<file path="config.mk">
export PLATFORM = sky130hd
export DESIGN_NAME = active_list_flat
export DESIGN_NICKNAME = d
export VERILOG_FILES = /design/src/rtl/active_list_if.sv /design/src/rtl/active_list.sv /design/src/flat_wrapper.sv
export SDC_FILE = /design/constraint.sdc
export NUM_CORES = 2
export LEC_CHECK = 0
export ABC_AREA = 1
export BUFFER_PORTS_ARGS = -buffer_cell sky130_fd_sc_hd__clkbuf_2
export CAP_MARGIN = 20
export CORE_MARGIN = 1
export CORE_UTILIZATION = 45
export DETAILED_ROUTE_END_ITERATION = 7
export GPL_ROUTABILITY_DRIVEN = 0
export PLACE_DENSITY = 0.64
export SLEW_MARGIN = 20
export SYNTH_ARGS = -nofsm -noshare
export SYNTH_HDL_FRONTEND = slang
export SYNTH_SLANG_ARGS = --single-unit
</file>
<file path="constraint.sdc">
create_clock -name clk -period 19.5 [get_ports clk]
set_input_delay 0.975 -clock clk [delete_from_list [all_inputs] [get_ports clk]]
set_output_delay 0.975 -clock clk [all_outputs]
set_load 0.05 [all_outputs]
</file>
<file path="src/rtl/active_list_if.sv">
// ---------------------------------------------------------------------------
// active_list_if
//   Bundle of every non-clock/reset signal of the active list (reorder
//   buffer) of the 2-wide core.
//   master : rename/execute/branch side (drives dispatch, completion,
//            checkpoint request, recall; observes tags, stall, retire).
//   slave  : the active list itself.
//   Groups: dispatch  ext_stall, valid, uses_rd, arch_rd, new_preg, old_preg,
//                     al_tag, int_stall
//           complete  complete_valid, complete_tag
//           branch    make_checkpoint, checkpointed_tail, if_recall,
//                     recalled_tail
//           retire    if_freed, freed_reg, retire_valid, retire_uses_rd,
//                     retire_arch_rd, retire_new_preg
// ---------------------------------------------------------------------------
interface active_list_if #(
   parameter int TAG_W = 5
);
   logic                  ext_stall;
   logic [1:0]            valid;
   logic [1:0]            uses_rd;
   logic [1:0][4:0]       arch_rd;
   logic [1:0][5:0]       new_preg;
   logic [1:0][5:0]       old_preg;
   logic [1:0][TAG_W-1:0] al_tag;
   logic                  int_stall;
   logic [1:0]            complete_valid;
   logic [1:0][TAG_W-1:0] complete_tag;
   logic [1:0]            make_checkpoint;
   logic [TAG_W-1:0]      checkpointed_tail;
   logic                  if_recall;
   logic [TAG_W-1:0]      recalled_tail;
   logic                  if_freed;
   logic [5:0]            freed_reg;
   logic                  retire_valid;
   logic                  retire_uses_rd;
   logic [4:0]            retire_arch_rd;
   logic [5:0]            retire_new_preg;

   modport master (
      output ext_stall, valid, uses_rd, arch_rd, new_preg, old_preg,
             complete_valid, complete_tag, make_checkpoint, if_recall,
             recalled_tail,
      input  al_tag, int_stall, checkpointed_tail, if_freed, freed_reg,
             retire_valid, retire_uses_rd, retire_arch_rd, retire_new_preg
   );

   modport slave (
      input  ext_stall, valid, uses_rd, arch_rd, new_preg, old_preg,
             complete_valid, complete_tag, make_checkpoint, if_recall,
             recalled_tail,
      output al_tag, int_stall, checkpointed_tail, if_freed, freed_reg,
             retire_valid, retire_uses_rd, retire_arch_rd, retire_new_preg
   );
endinterface

</file>
<file path="src/rtl/active_list.sv">
// ---------------------------------------------------------------------------
// active_list
//   In-order active list for a 2-wide out-of-order core. Accepts up to two
//   renamed instructions per cycle (all-or-nothing), marks completion from
//   two execute ports, retires at most one instruction per cycle from the
//   head, returns the superseded physical register, and supports branch
//   checkpoint/recall of the tail pointer.
//   Ports: clk, reset (synchronous, active-high), al (active_list_if.slave).
// ---------------------------------------------------------------------------
module active_list #(
   parameter int DEPTH = 32,
   parameter int TAG_W = 5
) (
   input logic          clk,
   input logic          reset,
   active_list_if.slave al
);
   typedef logic [TAG_W-1:0] tag_t;
   localparam logic [TAG_W:0] FULL = (TAG_W+1)'(DEPTH);

   // entry state
   logic [DEPTH-1:0]      v_q, v_d, done_q, done_d;
   logic [DEPTH-1:0]      uses_rd_q;
   logic [DEPTH-1:0][4:0] arch_rd_q;
   logic [DEPTH-1:0][5:0] new_preg_q, old_preg_q;

   tag_t           head_q, head_d, tail_q, tail_d;
   logic [TAG_W:0] count_q, count_d;

   // registered retire outputs
   logic       ret_valid_q, ret_uses_q, freed_q;
   logic [4:0] ret_arch_q;
   logic [5:0] ret_new_q, freed_reg_q;

   logic [1:0]            n;
   logic [1:0][TAG_W-1:0] slot_tag;
   logic                  accept, retire;
   logic [TAG_W:0]        n_acc;
   tag_t                  rec_dist, sq_dist;

   assign n           = {1'b0, al.valid[0]} + {1'b0, al.valid[1]};
   // full check deliberately ignores a same-cycle retire
   assign al.int_stall = al.if_recall ||
                         (({1'b0, count_q} + {{TAG_W{1'b0}}, n}) > {1'b0, FULL});
   assign accept      = !al.ext_stall && !al.int_stall;
   assign slot_tag[0] = tail_q;
   assign slot_tag[1] = tail_q + tag_t'(al.valid[0]);
   assign al.al_tag   = slot_tag;
   // head completion in this same cycle is not yet visible in done_q
   assign retire      = v_q[head_q] && done_q[head_q] && !al.if_recall;
   assign n_acc       = accept ? (TAG_W+1)'(n) : '0;

   // checkpoint points one past the branch instruction
   always_comb begin
      al.checkpointed_tail = '0;
      if (al.make_checkpoint[0])      al.checkpointed_tail = tail_q + tag_t'(1);
      else if (al.make_checkpoint[1]) al.checkpointed_tail = tail_q + tag_t'(n);
   end

   always_comb begin
      v_d      = v_q;
      done_d   = done_q;
      head_d   = head_q;
      tail_d   = tail_q;
      count_d  = count_q;
      rec_dist = al.recalled_tail - head_q;
      sq_dist  = tail_q - al.recalled_tail;
      if (al.if_recall) begin
         tail_d  = al.recalled_tail;
         // zero distance on a full list means nothing was squashed
         count_d = (rec_dist == '0 && count_q == FULL) ? count_q : {1'b0, rec_dist};
         for (int i = 0; i < DEPTH; i++) begin
            // squash [recalled_tail, old tail) in modular order
            if (tag_t'(i - al.recalled_tail) < sq_dist) begin
               v_d[i]    = 1'b0;
               done_d[i] = 1'b0;
            end
         end
      end else begin
         for (int c = 0; c < 2; c++) begin
            if (al.complete_valid[c] && v_q[al.complete_tag[c]])
               done_d[al.complete_tag[c]] = 1'b1;
         end
         if (retire) begin
            v_d[head_q]    = 1'b0;
            done_d[head_q] = 1'b0;
            head_d         = head_q + tag_t'(1);
         end
         if (accept) begin
            for (int s = 0; s < 2; s++) begin
               if (al.valid[s]) begin
                  v_d[slot_tag[s]]    = 1'b1;
                  done_d[slot_tag[s]] = 1'b0;
               end
            end
            tail_d = tail_q + tag_t'(n);
         end
         count_d = count_q + n_acc - (TAG_W+1)'(retire);
      end
   end

   always_ff @(posedge clk) begin
      if (reset) begin
         v_q         <= '0;
         done_q      <= '0;
         head_q      <= '0;
         tail_q      <= '0;
         count_q     <= '0;
         ret_valid_q <= 1'b0;
         ret_uses_q  <= 1'b0;
         ret_arch_q  <= '0;
         ret_new_q   <= '0;
         freed_q     <= 1'b0;
         freed_reg_q <= '0;
      end else begin
         v_q         <= v_d;
         done_q      <= done_d;
         head_q      <= head_d;
         tail_q      <= tail_d;
         count_q     <= count_d;
         ret_valid_q <= retire;
         ret_uses_q  <= retire ? uses_rd_q[head_q]  : 1'b0;
         ret_arch_q  <= retire ? arch_rd_q[head_q]  : 5'd0;
         ret_new_q   <= retire ? new_preg_q[head_q] : 6'd0;
         freed_q     <= retire ? uses_rd_q[head_q]  : 1'b0;
         freed_reg_q <= retire ? old_preg_q[head_q] : 6'd0;
      end
   end

   // payload is only ever read behind v, so it needs no reset
   always_ff @(posedge clk) begin
      if (accept) begin
         for (int s = 0; s < 2; s++) begin
            if (al.valid[s]) begin
               uses_rd_q[slot_tag[s]]  <= al.uses_rd[s];
               arch_rd_q[slot_tag[s]]  <= al.arch_rd[s];
               new_preg_q[slot_tag[s]] <= al.new_preg[s];
               old_preg_q[slot_tag[s]] <= al.old_preg[s];
            end
         end
      end
   end

   assign al.retire_valid    = ret_valid_q;
   assign al.retire_uses_rd  = ret_uses_q;
   assign al.retire_arch_rd  = ret_arch_q;
   assign al.retire_new_preg = ret_new_q;
   assign al.if_freed        = freed_q;
   assign al.freed_reg       = freed_reg_q;
endmodule
</file>
<file path="src/flat_wrapper.sv">
// flat-port wrapper written by rule: the top's interface ports become plain ports
module active_list_flat 
#(
   parameter int DEPTH = 32,
   parameter int TAG_W = 5
)
  (clk, reset, al_ext_stall, al_valid, al_uses_rd, al_arch_rd, al_new_preg, al_old_preg, al_complete_valid, al_complete_tag, al_make_checkpoint, al_if_recall, al_recalled_tail, al_al_tag, al_int_stall, al_checkpointed_tail, al_if_freed, al_freed_reg, al_retire_valid, al_retire_uses_rd, al_retire_arch_rd, al_retire_new_preg);
  active_list_if #(.TAG_W(TAG_W)) al_i ();
  input logic clk;
  input logic reset;
  input wire logic [$bits(al_i.ext_stall)-1:0] al_ext_stall;
  input wire logic [$bits(al_i.valid)-1:0] al_valid;
  input wire logic [$bits(al_i.uses_rd)-1:0] al_uses_rd;
  input wire logic [$bits(al_i.arch_rd)-1:0] al_arch_rd;
  input wire logic [$bits(al_i.new_preg)-1:0] al_new_preg;
  input wire logic [$bits(al_i.old_preg)-1:0] al_old_preg;
  input wire logic [$bits(al_i.complete_valid)-1:0] al_complete_valid;
  input wire logic [$bits(al_i.complete_tag)-1:0] al_complete_tag;
  input wire logic [$bits(al_i.make_checkpoint)-1:0] al_make_checkpoint;
  input wire logic [$bits(al_i.if_recall)-1:0] al_if_recall;
  input wire logic [$bits(al_i.recalled_tail)-1:0] al_recalled_tail;
  output wire logic [$bits(al_i.al_tag)-1:0] al_al_tag;
  output wire logic [$bits(al_i.int_stall)-1:0] al_int_stall;
  output wire logic [$bits(al_i.checkpointed_tail)-1:0] al_checkpointed_tail;
  output wire logic [$bits(al_i.if_freed)-1:0] al_if_freed;
  output wire logic [$bits(al_i.freed_reg)-1:0] al_freed_reg;
  output wire logic [$bits(al_i.retire_valid)-1:0] al_retire_valid;
  output wire logic [$bits(al_i.retire_uses_rd)-1:0] al_retire_uses_rd;
  output wire logic [$bits(al_i.retire_arch_rd)-1:0] al_retire_arch_rd;
  output wire logic [$bits(al_i.retire_new_preg)-1:0] al_retire_new_preg;
  assign al_i.ext_stall = al_ext_stall;
  assign al_i.valid = al_valid;
  assign al_i.uses_rd = al_uses_rd;
  assign al_i.arch_rd = al_arch_rd;
  assign al_i.new_preg = al_new_preg;
  assign al_i.old_preg = al_old_preg;
  assign al_i.complete_valid = al_complete_valid;
  assign al_i.complete_tag = al_complete_tag;
  assign al_i.make_checkpoint = al_make_checkpoint;
  assign al_i.if_recall = al_if_recall;
  assign al_i.recalled_tail = al_recalled_tail;
  assign al_al_tag = al_i.al_tag;
  assign al_int_stall = al_i.int_stall;
  assign al_checkpointed_tail = al_i.checkpointed_tail;
  assign al_if_freed = al_i.if_freed;
  assign al_freed_reg = al_i.freed_reg;
  assign al_retire_valid = al_i.retire_valid;
  assign al_retire_uses_rd = al_i.retire_uses_rd;
  assign al_retire_arch_rd = al_i.retire_arch_rd;
  assign al_retire_new_preg = al_i.retire_new_preg;
  active_list #(.DEPTH(DEPTH), .TAG_W(TAG_W)) u_core (.clk(clk), .reset(reset), .al(al_i));
endmodule
</file>
### Word-level counts from Yosys, hierarchy flattened

Index checks and enable logic that the tools add are counted.

* register bits after elaboration: 675
* bits in latches: 0
* memory bits (writable): 0
* ROM bits: 0
* bits of input ports: 61
* output and inout bits: 36
* logic and storage cells: 433
* memories kept: 0

* $add $sub $neg: 42
* multipliers: 0
* divide/modulo/power cells: 0
* magnitude comparators: 43
* equal/unequal tests: 34
* shifts and indexed selects: 0
* multiplexer cells: 113
* bitwise operators: 13
* reductions and logical operators: 19

Operator list (count)
* $mux W192: 6
* $bwmux W192: 4
* $mux W32: 23
* $mux W160: 3
* $bwmux W160: 2
* $lt A5 B5 Y1: 32
* $and A32 B32 Y32: 4
* $or A32 B32 Y32: 4
* $not A32 Y32: 3
* $sub A5 B5 Y5 const A: 16
* $bwmux W32: 2
* $ne A2 B1 Y1 const B: 32
* $bmux W6 S5: 2
* $demux W6 S5: 2
* $demux W5 S5: 2
* $mux W1: 42
* $sub A4 B5 Y5 const A: 8
* $mux W6: 6
* $mux W5: 7
* $lt A5 B6 Y1 const B: 5
* $bmux W1 S5: 5
* $bmux W5 S5: 1
* $demux W1 S5: 5
* $ge A5 B1 Y1 const B: 5
* other kinds (23): 43

### Longest topological paths before layout

* depth after elaboration: 21
* depth in mapped cells: 29
* depth with buffers taken out: 27

### Worst setup path after synthesis

No wires, ideal clock.

* path kind: input -> register
* start point: input port al_valid[0]
* end point: register u_core.count_q[4]
* library setup time: 128 ps
* arrival: 7129 ps
* required time: 19372 ps
* slack: 12243 ps
* cell stages on the path: 17
* path buffers: 2
* path through: ha_1 -> ha_1 -> ha_1 -> inv_1 -> nand2_1 -> a31oi_1 -> nand3_2 -> inv_1 -> buf_2 -> buf_6 -> nand2_1 -> ha_1 -> fa_1 -> o21a_1 -> xor2_1 -> a221oi_1 -> nor2_1

* word-level cells in the longest chain between the ends: 10

RTL lines
* start: declaration: line flat_wrapper.sv:12 `input wire logic [$bits(al_i.valid)-1:0] al_valid;`
* $add A1 B1 Y2 *: line active_list.sv:41 `assign n = {1'b0, al.valid[0]} + {1'b0, al.valid[1]};`
* $add A6 B2 Y7: line active_list.sv:44 `(({1'b0, count_q} + {{TAG_W{1'b0}}, n}) > {1'b0, FULL});`
* $gt A7 B6 Y1: line active_list.sv:44
* $logic_or A1 B1 Y1: line active_list.sv:43 `assign al.int_stall = al.if_recall ||`
* $logic_not A1 Y1: line active_list.sv:45 `assign accept = !al.ext_stall && !al.int_stall;`
* $logic_and A1 B1 Y1: line active_list.sv:45
* $mux W2 *: line active_list.sv:51 `assign n_acc = accept ? (TAG_W+1)'(n) : '0;`
* $add A6 B6 Y6 *: line active_list.sv:98 `count_d = count_q + n_acc - (TAG_W+1)'(retire);`
* $sub A6 B1 Y6 *: line active_list.sv:98
* $mux W6 *: line active_list.sv:68 `if (al.if_recall) begin`
* end signal: assignment: line active_list.sv:120 `count_q <= count_d;`
* end: declaration: line active_list.sv:28 `logic [TAG_W:0] count_q, count_d;`

Every way passes the cells marked *; elsewhere a longest branch is shown, timed or not.
A chain may end at the register's enable or synchronous reset.

### Worst setup path after layout

* start point: input port al_valid[1]
* end point: register u_core.old_preg_q[180] (netlist bit), enable pin

* word-level cells in the longest chain between the ends: 6

RTL lines
* $add A1 B1 Y2: line active_list.sv:41
* $add A6 B2 Y7: line active_list.sv:44
* $gt A7 B6 Y1: line active_list.sv:44
* $logic_or A1 B1 Y1: line active_list.sv:43
* $logic_not A1 Y1: line active_list.sv:45
* $logic_and A1 B1 Y1: line active_list.sv:45
* end signal: indexed assignment: line active_list.sv:138 `old_preg_q[slot_tag[s]] <= al.old_preg[s];`
* end: declaration: line active_list.sv:25 `logic [DEPTH-1:0][5:0] new_preg_q, old_preg_q;`

Every way passes these cells.

==> out/results.tsv <==
metric	value	unit
status	complete, no violations	
power.density	80.21	mW/mm²
final_cell_count_no_fill	7081	
hold_ws	0.4613	ns
cts.sinks	675	
grt_util_all_layers	0.3251	
fmax	0.1821	GHz
synth.distinct_cells	46	
setup_tns	0	ns
ff2ff_path_depth	9	
drive_above_1_share	0.07012	
layout_worst_path_cycle_share	0.2816	
core_area	0.09699	mm²
hold_start	u_core.done_q[13]	
insertion_delay	0.66	ns
critPathArrivalTime	5.76	ns
r2r_start	u_core.count_q[1]	
ys.flop_type	edfxtp_1	
cts_setup_buffers	0	
clockBufferDepth	3	
grt_overflow	0	
ant_nets	0	
cts_htree_levels	3	
antenna_found_initial	6	
cts_hold_buf	0	
skew	0.04087	ns
synthMuxAreaShare	0	
drc	0	
tightestPinTransition	1.167	ns
final.min_clock_period	5.491	ns
crit_path_start	al_valid[1]	
die_y	315.6	µm
avgSynthCellArea	7.430	µm²
synth-compound-area-share	0.2390	
synth_fp_nets	6128	
worstPathMaxFanout	166	
fin_nets	5911	
startpoint_type	input port	
first_iter_violations	6101	
yosys.area.top_type	edfxtp_1	
synth.top_cell.area_share	0.3908	
row_count	114	
min_path_type	flip-flop to flip-flop	
netlist_instances	5957	
grt_pass1_vias	39444	
routed_wl	166300	µm
final_util	0.4917	
initial_core_util	0.4563	
clkTransAtPathRegs	0.07	ns
finalSetupViolCount	0	
min_path_cells	2	
slew_headroom	0.2214	
synth_xor_area_frac	0.008085	
ys_seq_elements	675	
yosysSeqAreaShare	0.4356	
p_leak	18.28	nW
hpwlAfterDp	104400	µm
cp-end-kind	flip-flop	
grt_use_met2	0.5170	
placedCellCount	6934	
hold_viol	0	
synth_edf_count	576	
maxCapViolCount	0	
rsz0062_at_grt	no	
ys_warn_count	0	
critical_path_class	input port to flip-flop	
io_pins	97	
vdd_drop_max	53.67	µV
synthArstFlopShare	0	
fp.dieW	315.6	µm
grt_max_degree	167	
grt.met3_usage	0.04729	
cts-resized-gates	0	
vias	43294	
synth_top_family_by_area	compound AO/OA/AOI/OAI gates	
die-area	0.09962	mm²
grt_pass1_wl	247600	µm
netlist_area	0.04426	mm²
crit_required	19.77	ns
cts_buffers	80	
synthSimpleGateAreaFrac	0.2015	
grt.busiest_layer	met2	
maxSlewViolCount	0	
use_met1	0.4162	
firstDrtPassIters	8	
vias_per_cell	6.114	
cts_tree	yes	
port_buffers	96	
synth-adder-area-share	0.03160	
synth_area_leaders	edfxtp_1 39%, o21ai_0 14%, nand2_1 12%	
syn2layout_area_growth	7.754	%
wl_per_cell	23.49	µm
root_buffer	clkbuf_16	
## cell type report
| type | count | area [µm²] |
|---|---|---|
| Tap cell | 1276 | 1597 |
| Clock inverter | 36 | 346.6 |
| Antenna cell | 1 | 2.502 |
| Clock buffer | 110 | 2227 |
| Timing Repair Buffer | 183 | 1146 |
| Multi-Input combinational cell | 4339 | 21340 |
| Fill cell | 9637 | 49300 |
| Sequential cell | 675 | 19290 |
| Inverter | 461 | 1745 |
## report_power, final
| part | total, mW | internal, mW | switching [mW] |
|---|---|---|---|
| Clock | 1.52 | 0.868 | 0.651 |
| Sequential | 1.73 | 1.69 | 0.0424 |
| Combinational | 0.576 | 0.159 | 0.417 |
## path summary, 6_finish.rpt
path | end | slack (ns)
hold / removal | u_core.done_q[13] | 0.46
setup reg to reg | u_core.old_preg_q[180] | 14.64
setup / recovery | u_core.old_preg_q[180] | 14.01
hold reg to reg | u_core.done_q[13] | 0.46
## worst max-delay path, cell delays in order
cell	delay, ns
clkbuf_2	0.23
ha_1	0.39
ha_1	0.23
ha_1	0.20
inv_1	0.07
nand2_1	0.08
a31oi_1	0.67
nand3_2	0.32
inv_8	0.57
buf_12	0.54
buf_4	0.90
## cell usage in the layout, fill, tap and decap left out, types with 22 or more instances in the layout
master,Yosys,final
nand2_1,1443,1442
o21ai_0,1236,1236
edfxtp_1,576,576
nor2_1,469,441
inv_1,419,415
a21oi_1,252,252
nand3_1,186,186
a31oi_1,156,156
o21ai_1,119,119
ha_1,107,107
o211ai_1,98,98
dfxtp_1,99,97
clkbuf_2,0,96
buf_4,3,86
clkbuf_16,0,82
o22ai_1,64,64
nand4_1,53,53
nor2_2,14,41
inv_2,33,36
xor2_1,23,23
o21bai_1,23,23
clkinv_1,8,22
## metal layers
| layer | part of all wire | wire length [µm] |
|---|---|---|
| met5 | 0.00035 | 58 |
| met2 | 0.45 | 75530 |
| met3 | 0.098 | 16260 |
| met1 | 0.38 | 63080 |
| met4 | 0.068 | 11390 |
## cells in the mapped netlist, types with 33 or more instances
library cell,number
buf_1,35
inv_2,33
nand2_1,1443
nand3_1,186
edfxtp_1,576
buf_2,57
inv_1,419
o22ai_1,64
a21oi_1,252
o21ai_0,1236
ha_1,107
o211ai_1,98
nand4_1,53
o21ai_1,119
nor2_1,469
clkbuf_1,373
a31oi_1,156
dfxtp_1,99
## metrics by stage
stage / setup slack [ns] / power, mW / cell area (µm²)
after floorplan: 12.24 / 2.127 / 44260
after CTS: 14.14 / 3.814 / 47680
after global routing: 13.74 / 3.945 / 47690
after detailed placement: 13.48 / 2.319 / 45110
final: 14.01 / 3.826 / 47690
after global placement: 13.50 / 2.305 / 45110
## kinds of logic after synthesis
logic type / count (synthesis)
compound gates: 1978
xor+xnor: 37
buf+inv: 943
flops: 675
simple gates: 2214
fa+ha+maj: 110
(Power assumes the default switching activity.)
